## config.mk

```make
export PLATFORM = sky130hd
export DESIGN_NAME = fp_decode_seq
export DESIGN_NICKNAME = d
export VERILOG_FILES = /design/src/rtl/fp_decode_seq.sv
export SDC_FILE = /design/constraint.sdc
export NUM_CORES = 1
export LEC_CHECK = 0
export CAP_MARGIN = 15
export CORE_UTILIZATION = 51
export DETAILED_ROUTE_END_ITERATION = 10
export GPL_ROUTABILITY_DRIVEN = 0
export PLACE_DENSITY_LB_ADDON = 0.25
export SETUP_SLACK_MARGIN = 0.15
export SYNTH_ARGS = -nofsm -noshare
export SYNTH_HDL_FRONTEND = slang
export SYNTH_SLANG_ARGS = --single-unit
```

## constraint.sdc

```tcl
create_clock -name clk -period 1.7 [get_ports clk]
set_clock_uncertainty 0.2 [all_clocks]
set_input_delay 0.34 -clock clk [delete_from_list [all_inputs] [get_ports clk]]
set_output_delay 0.34 -clock clk [all_outputs]
set_load 0.02 [all_outputs]
```

## src/rtl/fp_decode_seq.sv

```systemverilog
// Expands an FPCVT (S,E,F) triple to a 12b two's-complement sample D = +/-(F<<E). Latency E+1 cycles (iterative), or accept-edge result with FPDEC_FASTSHIFT_EN.
// Upstream is stalled (in_ready=0) from accept until the output handshake; D/out_valid hold while out_ready is low.
module fp_decode_seq (
  input  logic        clk,
  input  logic        rst_n,
  input  logic        in_valid,
  output logic        in_ready,
  input  logic        S,
  input  logic [2:0]  E,
  input  logic [3:0]  F,
  output logic        out_valid,
  input  logic        out_ready,
  output logic [11:0] D
);

  typedef enum logic [1:0] {
    ST_IDLE  = 2'd0,
    ST_SHIFT = 2'd1,
    ST_DONE  = 2'd2
  } state_t;

  state_t      r_state;
  state_t      w_state_nxt;
  logic        w_accept;
  logic [11:0] r_d;

  assign w_accept = (r_state == ST_IDLE) && in_valid;
  assign D        = r_d;

  always_ff @(posedge clk) begin
    if (!rst_n) begin
      r_state <= ST_IDLE;
    end else begin
      r_state <= w_state_nxt;
    end
  end

`ifdef FPDEC_FASTSHIFT_EN
  logic [11:0] w_shifted;

  assign w_shifted = {8'b0, F} << E;

  always_comb begin
    w_state_nxt = r_state;
    case (r_state)
      ST_IDLE: if (in_valid)  w_state_nxt = ST_DONE;
      ST_DONE: if (out_ready) w_state_nxt = ST_IDLE;
      default:                w_state_nxt = ST_IDLE;
    endcase
  end

  always_ff @(posedge clk) begin
    if (!rst_n) begin
      r_d <= 12'h000;
    end else if (w_accept) begin
      r_d <= S ? (12'd0 - w_shifted) : w_shifted;
    end
  end
`else
  logic        r_sign;
  logic [2:0]  r_cnt;
  logic [11:0] r_mag;

  always_comb begin
    w_state_nxt = r_state;
    case (r_state)
      ST_IDLE:  if (in_valid)      w_state_nxt = ST_SHIFT;
      ST_SHIFT: if (r_cnt == 3'd0) w_state_nxt = ST_DONE;
      ST_DONE:  if (out_ready)     w_state_nxt = ST_IDLE;
      default:                     w_state_nxt = ST_IDLE;
    endcase
  end

  // One bit of shift per cycle; D is only written on the final SHIFT cycle.
  always_ff @(posedge clk) begin
    if (!rst_n) begin
      r_sign <= 1'b0;
      r_cnt  <= 3'd0;
      r_mag  <= 12'h000;
      r_d    <= 12'h000;
    end else if (w_accept) begin
      r_sign <= S;
      r_cnt  <= E;
      r_mag  <= {8'b0, F};
    end else if (r_state == ST_SHIFT) begin
      if (r_cnt != 3'd0) begin
        r_mag <= r_mag << 1;
        r_cnt <= r_cnt - 3'd1;
      end else begin
        r_d <= r_sign ? (12'd0 - r_mag) : r_mag;
      end
    end
  end
`endif

  always_comb begin
    in_ready  = (r_state == ST_IDLE);
    out_valid = (r_state == ST_DONE);
  end

endmodule
```

==> results.md, run 1 <==
CTS:
- The count of clock tree sinks is 30.
- The longest clock path from root to sink contains 2 buffers.
- TritonCTS built the clock tree.
- The TritonCTS buffer count is 5.
- The clock-pin slew on the worst setup and hold paths is 0.10 ns.
- The library cell used as clock root buffer is clkbuf_4.
- The clock latency reported for the late side of the worst-skew pair is 0.33 ns.
- The number of H-tree branching levels is 2.

Die:
- The initial utilization of the core area, before any placement, comes to 0.557.
- The I/O pin total is 26.
- The core region is 2570 sq um.
- The floorplan die area is 3020 sq um.
- The die height is 54.9 um.
- The floorplan step set the die width to 54.9 um.
- Row generation in the floorplan step produced 18 rows.

Synthesis:
- In this run the cell area of the synthesized design comes to 1430 sq um.
- In the synthesized netlist, the number of instances is 168.
- Yosys printed 0 warnings.
- The area fraction of the dominant cell type after synthesis is 0.420.
- For this run, the leading register cell type out of synthesis is dfxtp_1.
- Of all flip-flops after synthesis, the portion carrying an async set or reset was 0.
- In this run, distinct cell masters in the synthesized netlist total 40.
- Sorting the synthesized cells by area gives the leading types as dfxtp_1, a21oi_1, nand2_1.
- The average cell area after synthesis is 8.51 sq um.
- The dominant cell type by area after synthesis is dfxtp_1.
- The net count of the mapped netlist is 183.
- Of the synthesized area, sequential elements account for 0.420.
- The number of enable-type register cells in the synthesized netlist is 0.
- In this run, synthesis produced a sequential element count of 30.

Timing:
- The tightest hold margin is 0.274 ns.
- The transition time of the tightest slew-check pin is 0.366 ns.
- The clock period minus final worst setup slack is 1.61 ns.
- The hold violation total from the final report is 0.
- The number of pins exceeding their max-slew limit in the final report is 0.
- After layout, the worst setup slack is 0.0882 ns.
- For this run, the top clock speed supported by timing is 620 MHz.
- Setup repair after global routing could not meet its margin everywhere.
- Setup violations remaining at the end of the flow were counted as 0.
- The final critical-path share of the clock period is 0.948.
- The worst pin sits at a relative slew slack of 0.756.

Power:
- The switching share of power is 0.324.
- The internal power summed over all cells is 1.19 mW.
- In this run the power density over the cells is 899 nW/um^2.
- Of the total power, registers draw 0.452.
- The part of the total power dissipated in combinational logic is 0.290.
- The switching power is 0.570 mW.
- The clock network fraction of total power is 0.259.
- After layout, the design draws a total of 1.76 mW.
- The reported leakage power is 0.762 nW.
- The worst-case vdd ir drop is 0.843 mV.

Routing:
- The number of iterations in the first detailed-routing pass is 4.
- The average wire length per cell after detail routing is 15.5 um.
- The number of DRC violations after detailed routing is 0.
- In this run, the number of DRC markers left after iteration 0 of detailed routing was 40.
- The via total after detailed routing is 1,422.
- The final layout contains routed wiring with a total length of 3810 um.
- The number of vias per cell after detailed routing is 5.78.
- The count of nets left with antenna violations once routing finished came out at 0.

Place:
- Detailed placement ended at an HPWL of 2450 um.
- Before CTS, the worst setup slack after placement is -0.109 ns.
- Buffers placed on the I/O ports in this run total 25.

Global routing:
- The pin count of the biggest net entering global routing is 15.
- The number of antenna violations at the first check in global routing came to 0.
- In the global route stage, overall resource usage came out at 0.274.
- The global-route wire length before repair is 5730 um.
- The total overflow left after global routing is 0.
- The number of global-route vias before repair is 1,349.

Worst hold path:
- The type of the worst min-delay path is reg -> reg.

Final layout:
- The synthesis-to-finish area growth is 37.0%.
- The net count of the finished layout is 230.
- Leaving out fill and tap cells, the most frequent cell in the layout is nand2_1.
- In the final layout, the share of cells above drive strength 1 is 0.347.
- The number of antenna diodes in the final layout is 0.
- Leaving out fill and tap cells, the most frequent cells in the layout are nand2_1, dfxtp_1, a21oi_1.

Critical path:
- The largest driver fanout on the critical path is 8.
- At the worst endpoint, the required time is 1.77 ns.
- STA classifies the critical path startpoint as a register.
- The critical path capture point type is a register.
- The worst setup path is of the reg -> reg kind.
- For flop-to-flop paths, the worst setup slack is 0.09 ns.
- STA puts the critical path data arrival time at 1.68 ns.

Flow run:
- The number of max-cap violations is 0.

Run status:
- The run finished with clean final reports.
[synthesized netlist by cell type (2+ instances only)]
master	n
o21ai_0	6
a21oi_2	2
a22oi_1	3
o221ai_1	2
a31oi_1	3
a21oi_1	23
a211oi_1	4
inv_1	9
dfxtp_1	30
buf_4	3
mux2i_1	3
xnor2_1	6
buf_2	3
nor2_1	14
and2b_1	2
nand2_1	29
ha_1	3
[power by group through the flow]
| stage | clock [mW] | sequential, mW | combinational [mW] |
|---|---|---|---|
| after floorplan | 0 | 0.841 | 0.240 |
| after global placement | 0 | 0.802 | 0.440 |
| after detailed placement | 0 | 0.807 | 0.457 |
| after CTS | 0.451 | 0.794 | 0.477 |
| after global routing | 0.476 | 0.802 | 0.556 |
| final | 0.455 | 0.795 | 0.510 |
[flip-flops by register name, indices dropped and copies added, names as in the netlist]
register	count
r_mag	12
r_sign	1
r_cnt	3
r_state	2
D	12
[layout make-up]
class | count | area [sq um]
clock buffer | 7 | 55.1
multi-input combinational | 120 | 828
sequential | 30 | 616
fill | 183 | 609
tap | 30 | 37.5
inverter | 10 | 37.5
clock inverter | 1 | 5.00
timing repair buffer | 48 | 379
[kinds of logic (layout without fill, tap and decap cells)]
logic type | count (synthesis) | count (layout) | share of synthesized area
AO/OA/AOI/OAI | 50 | 50 | 0.229
adder cells (fa/ha/maj) | 3 | 3 | 0.0263
buffers and inverters | 18 | 66 | 0.0630
XOR/XNOR | 7 | 7 | 0.0429
multiplexers | 4 | 4 | 0.0289
AND/OR/NAND/NOR | 56 | 56 | 0.190
flip-flops | 30 | 30 | 0.420
[metal layers]
metal	wire length [um]	global-route usage
met1	1610	0.306
met3	230	0.0902
met5	0	0
met2	1910	0.474
met4	58	0.113
[stage by stage]
| stage | TNS (ns) | cells | instance area (sq um) | utilization |
|---|---|---|---|---|
| after floorplan | 0 | 168 | 1440 | - |
| after global placement | -0.333 | 230 | 1780 | 0.693 |
| after detailed placement | -0.947 | 230 | 1780 | 0.693 |
| after CTS | 0 | 243 | 1910 | 0.744 |
| after global routing | 0 | 246 | 1960 | 0.763 |
| final | 0 | 246 | 1960 | 0.763 |
[final timing paths]
| kind | depth (start not counted) | from | endpoint |
|---|---|---|---|
| min reg2reg | 2 | r_cnt[1]$_SDFFE_PN0P_ | r_cnt[1]$_SDFFE_PN0P_ |
| max reg2reg | 6 | r_cnt[1]$_SDFFE_PN0P_ | D[9]$_SDFFE_PN0P_ |
| min | 2 | r_cnt[1]$_SDFFE_PN0P_ | r_cnt[1]$_SDFFE_PN0P_ |
| max | 6 | r_cnt[1]$_SDFFE_PN0P_ | D[9]$_SDFFE_PN0P_ |
[critical path, cell delays in order (launching register included)]
cell and delay, ns:
dfxtp_2 0.34, inv_2 0.07, ha_4 0.13, and4bb_4 0.34, nand4_1 0.11, mux2_4 0.30, o221ai_2 0.06
[timing repair]
item	CTS	global route
resized for setup	49	35
pin swaps	6	6
gates cloned	1	0
hold buffers	0	0
setup buffers	4	3
endpoints found under the setup margin	35	33
Note: power is estimated with default switching activity, not from simulation.
==> run 2: changes to the inputs <==
Settings changed: REMOVE_ABC_BUFFERS from default to 1.
==> run 2 against run 1 <==
Compared with the run above: die area stayed put; routed wire length grew 7.4%; final cell count unchanged; design area up 1.4%; total power up 7.9%; hold slack better by 0.012 ns; first-iteration DRC count shrank 13%; highest routed layer unchanged.
==> results.md, run 2 (synthesized netlist as in run 1, its figures left out) <==
Run status:
- The run finished with clean final reports.

Timing:
- The number of pins exceeding their max-slew limit in the final report was 0 (unchanged).
- Setup repair after global routing could not meet its margin everywhere.
- The number of failing setup endpoints in the final timing report is 0 (unchanged).
- The tightest hold margin came to 0.286 ns (+0.0124 ns).
- The hold violation total from the final report is 0 (unchanged).
- The summed negative setup slack over all endpoints is 0 ns (unchanged).
- The clock period minus final worst setup slack is 1.64 ns (+0.0273 ns).
- The final critical-path share of the clock period is 0.964 (+0.0160).
- The transition time of the tightest slew-check pin is 0.375 ns (+0.00928 ns).
- The normalized max-slew margin came to 0.748 (-0.00773).
- The maximum clock frequency is 610 MHz (-1.7%).

Final layout:
- The utilization after layout was 0.773 (+0.0107).
- The diode insertion count for antenna repair is 0 (unchanged).
- The most frequent standard cell in the layout excluding fill and tap cells is nand2_1.
- The cell area after layout was 1990 sq um (+1.4%).
- In the layout the commonest cells are nand2_1, dfxtp_1, a21oi_1.
- The synthesis-to-finish area growth is 39.0%.
- The net count of the finished layout is 230 (unchanged).
- The proportion of layout cells with a drive suffix above 1 is 0.366 (+0.0185).

Routing:
- The number of iterations in the first detailed-routing pass was 4 (unchanged).
- The average wire length per cell after detail routing is 16.6 um (+7.4%).
- The via total after detailed routing is 1,445 (+1.6%).
- The count of antenna-violating nets left after detailed routing was 0 (unchanged).
- The final routed wirelength across all metal layers came to 4100 um (+7.4%).
- The number of violations reported at the end of detailed-routing iteration 0 came to 35 (-13%).
- The number of vias per cell after detailed routing is 5.87 (+1.6%).
- The number of DRC violations after detailed routing was 0 (unchanged).

Critical path:
- The largest driver fanout on the critical path is 4 (-4).
- The required arrival time at the worst endpoint is 1.16 ns (-0.61 ns).
- The largest individual stage delay along the critical path comes from the cell dfxtp_4.
- The critical path start-end classification is reg -> out.
- The signal on the critical path passes through and2b_1, buf_6.
- The arrival time of data at the critical path endpoint was 1.10 ns (-0.58 ns).
- The worst-case register-to-register setup slack is 0.10 ns (about the same).
- The delay of the slowest cell on the worst path is 0.37 ns (+0.03 ns).
- The critical path capture point type is an output pin.
- The worst setup path is launched from a register.

Die:
- The die height is 54.9 um (unchanged).
- The effective utilization at floorplan was 0.557 (unchanged).
- The die outline width is 54.9 um (unchanged).
- The I/O pin total was 26 (unchanged).
- The standard cell core area is 2570 sq um (unchanged).
- The floorplan row count is 18 (unchanged).
- The floorplan die area is 3020 sq um (unchanged).

CTS:
- The clock-pin slew on the worst setup and hold paths is 0.11 ns (about the same).
- The TritonCTS buffer count came to 5 (unchanged).
- The count of clock tree sinks came to 30 (unchanged).
- The library cell used as clock root buffer is clkbuf_4.
- The worst-case clock buffer depth is 2 (unchanged).
- The clock latency reported for the late side of the worst-skew pair is 0.34 ns (about the same).
- TritonCTS built the clock tree.
- The number of H-tree branching levels is 2 (unchanged).

Global routing:
- The number of global-route vias before repair was 1,219 (-9.6%).
- The number of antenna violations at the first check in global routing is 0 (unchanged).
- The overall global routing resource usage was 0.258 (-0.0154).
- The pin count of the biggest net entering global routing is 15 (unchanged).
- The total global routing overflow came to 0 (unchanged).
- The global-route wire length before repair is 5310 um (-7.2%).

Place:
- The area after detailed placement is 1800 sq um (+1.1%).
- The quantity of I/O buffers inserted on ports was 25 (unchanged).
- The HPWL after detailed placement was 2460 um (+0.11%).

Power:
- The worst-case vdd ir drop is 1.07 mV (+27%).
- The total power draw is 1.90 mW (+7.9%).
- The power per cell area is 956 nW/um^2 (+6.4%).
- The reported leakage power was 0.757 nW (-0.71%).

Worst hold path:
- The tightest min-delay check is of the reg -> reg type.

Flow run:
- The number of max-cap violations was 0 (unchanged).
[run 2: layout make-up]
class | instances | area (sq um)
Clock buffer | 5 | 37.5
Fill cell | 179 | 582
Sequential cell | 30 | 619
Inverter | 10 | 37.5
Timing Repair Buffer | 47 | 365
Tap cell | 30 | 37.5
Clock inverter | 3 | 45.0
Multi-Input combinational cell | 121 | 843
[run 2: worst max-delay path: cells and delay by family, from the launching register on]
family	cells	cell delay, ns
flip-flops	1	0.37
AND/OR/NAND/NOR	1	0.25
buffers and inverters	1	0.14
[run 2: timing repair]
action                                  4_1_cts  5_1_grt
resized for setup                            39       45
pin swaps                                     1        9
setup buffers                                 0        4
gates cloned                                  0        1
endpoints found under the setup margin       36       42
hold buffers                                  0        0
[run 2: metal layers]
metal,vias up,global-route usage,part of all wire
met2,62,0.442,0.49
met1,673,0.294,0.40
met5,-,0,0
li1,689,-,-
met3,21,0.0874,0.067
met4,0,0.100,0.041
[run 2: final timing paths]
kind	startpoint	end	cells after the start
setup / recovery	r_state[0]$_SDFFE_PN0P_	out_valid	2
hold / removal	r_mag[11]$_SDFFE_PP0P_	r_mag[11]$_SDFFE_PP0P_	2
setup reg to reg	r_cnt[1]$_SDFFE_PN0P_	D[9]$_SDFFE_PN0P_	6
hold reg to reg	r_mag[11]$_SDFFE_PP0P_	r_mag[11]$_SDFFE_PP0P_	2
[run 2: report_power, final]
part / total, mW / leakage (nW) / internal [mW] / switching, mW
logic: 0.521 / 0.470 / 0.235 / 0.286
registers: 0.796 / 0.249 / 0.754 / 0.0411
clock network: 0.582 / 0.0374 / 0.308 / 0.274
[run 2: stage by stage]
| stage | instances | worst slack (ns) |
|---|---|---|
| after floorplan | 160 | -0.207 |
| after global placement | 233 | -0.0627 |
| after detailed placement | 233 | -0.134 |
| after CTS | 241 | 0.0547 |
| after global routing | 246 | 0.0233 |
| final | 246 | 0.0609 |
==> run 3: changes to the inputs <==
Settings changed: CELL_PAD_IN_SITES_DETAIL_PLACEMENT from default to 0, CELL_PAD_IN_SITES_GLOBAL_PLACEMENT from default to 1, CORE_UTILIZATION 51 to 38.
Clock period 1.7 ns to 1.8 ns, I/O delays scaled along.
==> run 3 against run 2 <==
Compared with the run above: count of clock-buffer cells in the layout grew 2; largest cell class unchanged; die area is 33% higher; critical endpoint is now D[9]$_SDFFE_PN0P_; non-clock buffer count fell by 6.
==> results.md, run 3 (synthesized netlist as in run 1, its figures left out) <==
CTS:
- The count of clock tree sinks came to 30 (unchanged).
- The number of hold-repair buffers added at the cts stage is 0 (unchanged).
- The clock-pin slew on the worst setup and hold paths is 0.06 ns (-0.05 ns).
- The tree is rooted in a clkbuf_8.
- The clock latency reported for the late side of the worst-skew pair is 0.28 ns (-0.06 ns).
- The worst-case clock buffer depth was 2 (unchanged).
- The TritonCTS buffer count is 5 (unchanged).
- The TritonCTS clock tree is done.
- The number of H-tree branching levels is 2 (unchanged).

Critical path:
- In this design, the largest share of critical-path delay is due to simple AND/OR/NAND/NOR gates.
- The critical path starts at r_cnt[0]$_SDFFE_PN0P_.
- The delay of the slowest cell on the worst path is 0.33 ns (-0.04 ns).
- The number of buffers and inverters on the critical path is 1 (unchanged).
- The worst setup path is captured at a register.
- The worst setup path is launched from a register.
- The critical path in this run is classified as reg -> reg.
- The arrival time of data at the critical path endpoint is 1.61 ns (+0.51 ns).
- The startpoint identified for the worst register-to-register timing path is r_cnt[0]$_SDFFE_PN0P_.
- The required arrival time at the worst endpoint is 1.80 ns (+0.64 ns).
- On the critical path, the stage with the largest delay is an instance of and4bb_4.
- The largest driver fanout on the critical path is 8 (+4).
- The critical path goes through inv_1, ha_4, and4bb_4, nand3b_1, mux2_4, o221ai_2.

Global routing:
- The global-route wire length before repair is 5550 um (+4.5%).
- The overall global routing resource usage is 0.183 (-0.0753).
- The pin count of the biggest net entering global routing is 15 (unchanged).
- The number of antenna violations at the first check in global routing is 0 (unchanged).
- The number of global-route vias before repair is 1,219 (unchanged).
- The total global routing overflow is 0 (unchanged).

Timing:
- For this run, the top clock speed supported by timing is 619 MHz.
- The worst path in the final design needs a cycle of 1.61 ns, including I/O delays and setup.
- The hold violation total from the final report was 0 (unchanged).
- The final critical-path share of the clock period is 0.897.
- The summed negative setup slack over all endpoints is 0 ns (unchanged).
- The normalized max-slew margin was 0.735 (-0.0132).
- The transition time of the tightest slew-check pin is 0.396 ns (+0.0209 ns).
- The number of pins exceeding their max-slew limit in the final report is 0 (unchanged).
- The number of failing setup endpoints in the final timing report came to 0 (unchanged).
- Setup repair after global routing could not meet its margin everywhere.

Place:
- The quantity of I/O buffers inserted on ports was 25 (unchanged).
- The HPWL after detailed placement is 2420 um (-1.4%).
- The total instance count after detailed placement is 244 (+4.7%).

Worst hold path:
- The startpoint of the worst hold path is r_mag[11]$_SDFFE_PP0P_.
- The path class of the tightest hold or removal check is reg -> reg.

Routing:
- The count of antenna-violating nets left after detailed routing is 0 (unchanged).
- The via total after detailed routing is 1,317 (-8.9%).
- The number of DRC violations after detailed routing is 0 (unchanged).
- The final routed wirelength across all metal layers is 3380 um (-17%).
- The number of violations reported at the end of detailed-routing iteration 0 is 57 (+63%).
- The average wire length per cell after detail routing is 13.3 um (-20%).
- The number of vias per cell after detailed routing is 5.16 (-12%).
- The number of iterations in the first detailed-routing pass is 4 (unchanged).

Die:
- The die outline width is 63.3 um (+15%).
- The standard cell core area is 3470 sq um (+35%).
- The effective utilization at floorplan is 0.412 (-0.145).
- The floorplan die area came to 4010 sq um (+33%).
- The I/O pin total is 26 (unchanged).
- The floorplan row count is 21 (+3).
- The die height came to 63.3 um (+15%).

Power:
- The power per cell area is 889 nW/um^2 (-7.1%).
- The worst-case vdd ir drop is 0.452 mV (-58%).
- The reported leakage power is 0.765 nW (+1.1%).

Final layout:
- The library cell used most frequently in the layout, excluding fill and tap cells, is nand2_1.
- In the layout the commonest cells are nand2_1, dfxtp_1, a21oi_1.
- The synthesis-to-finish area growth is 36.5%.
- The non-filler instance count after layout is 255 (+3.7%).
- The net count of the finished layout came to 223 (-3.0%).
- The proportion of layout cells with a drive suffix above 1 is 0.225 (-0.141).
- The diode insertion count for antenna repair is 0 (unchanged).

Flow run:
- The number of max-cap violations is 0 (unchanged).

Run status:
- The run finished with clean final reports.
## run 3: per-stage QoR
step	util	setup slack [ns]	instance area (sq um)	total power, mW	hold slack, ns
after CTS	0.539	0.0188	1870	1.74	0.283
after floorplan	-	-0.107	1380	1.00	0.236
after detailed placement	0.514	-0.0855	1780	1.18	0.275
final	0.562	0.185	1950	1.73	0.277
after global routing	0.562	0.132	1950	1.84	0.313
after global placement	0.514	-0.0128	1780	1.17	0.247
## run 3: worst paths after layout
kind                                                to  slack (ns)  cells after the start
worst max-delay path                 D[9]$_SDFFE_PN0P_        0.19                      6
worst min-delay path            r_mag[11]$_SDFFE_PP0P_        0.28                      2
worst max register to register       D[9]$_SDFFE_PN0P_        0.19                      6
worst min register to register  r_mag[11]$_SDFFE_PP0P_        0.28                      2
## run 3: metal layers
metal,GRT usage,wire (um)
met5,0,0
met4,0.0966,65
met3,0.0634,126
met2,0.295,1640
met1,0.211,1550
## run 3: where the power goes
group | internal (mW) | switching [mW] | total, mW
clock | 0.308 | 0.249 | 0.557
combinational | 0.192 | 0.235 | 0.427
sequential | 0.714 | 0.0358 | 0.750
## run 3: what timing repair did
item                                    CTS  global route
gates resized for setup                  22            18
gates cloned                              0             0
endpoints found under the setup margin   31            20
pin swaps                                 1             3
setup buffers                             0             3
## run 3: worst reg2reg max path, stage by stage (launching register included)
cell and delay [ns]:
dfxtp_1 0.29, inv_1 0.10, ha_4 0.15, and4bb_4 0.33, nand3b_1 0.12, mux2_4 0.28, o221ai_2 0.06
## run 3: final cells by class
class	count	area (sq um)
clock inverter	1	5.00
fill	336	1520
inverter	10	37.5
clock buffer	7	86.3
sequential	30	609
tap	46	57.6
multi-input combinational	120	806
timing repair buffer	41	349
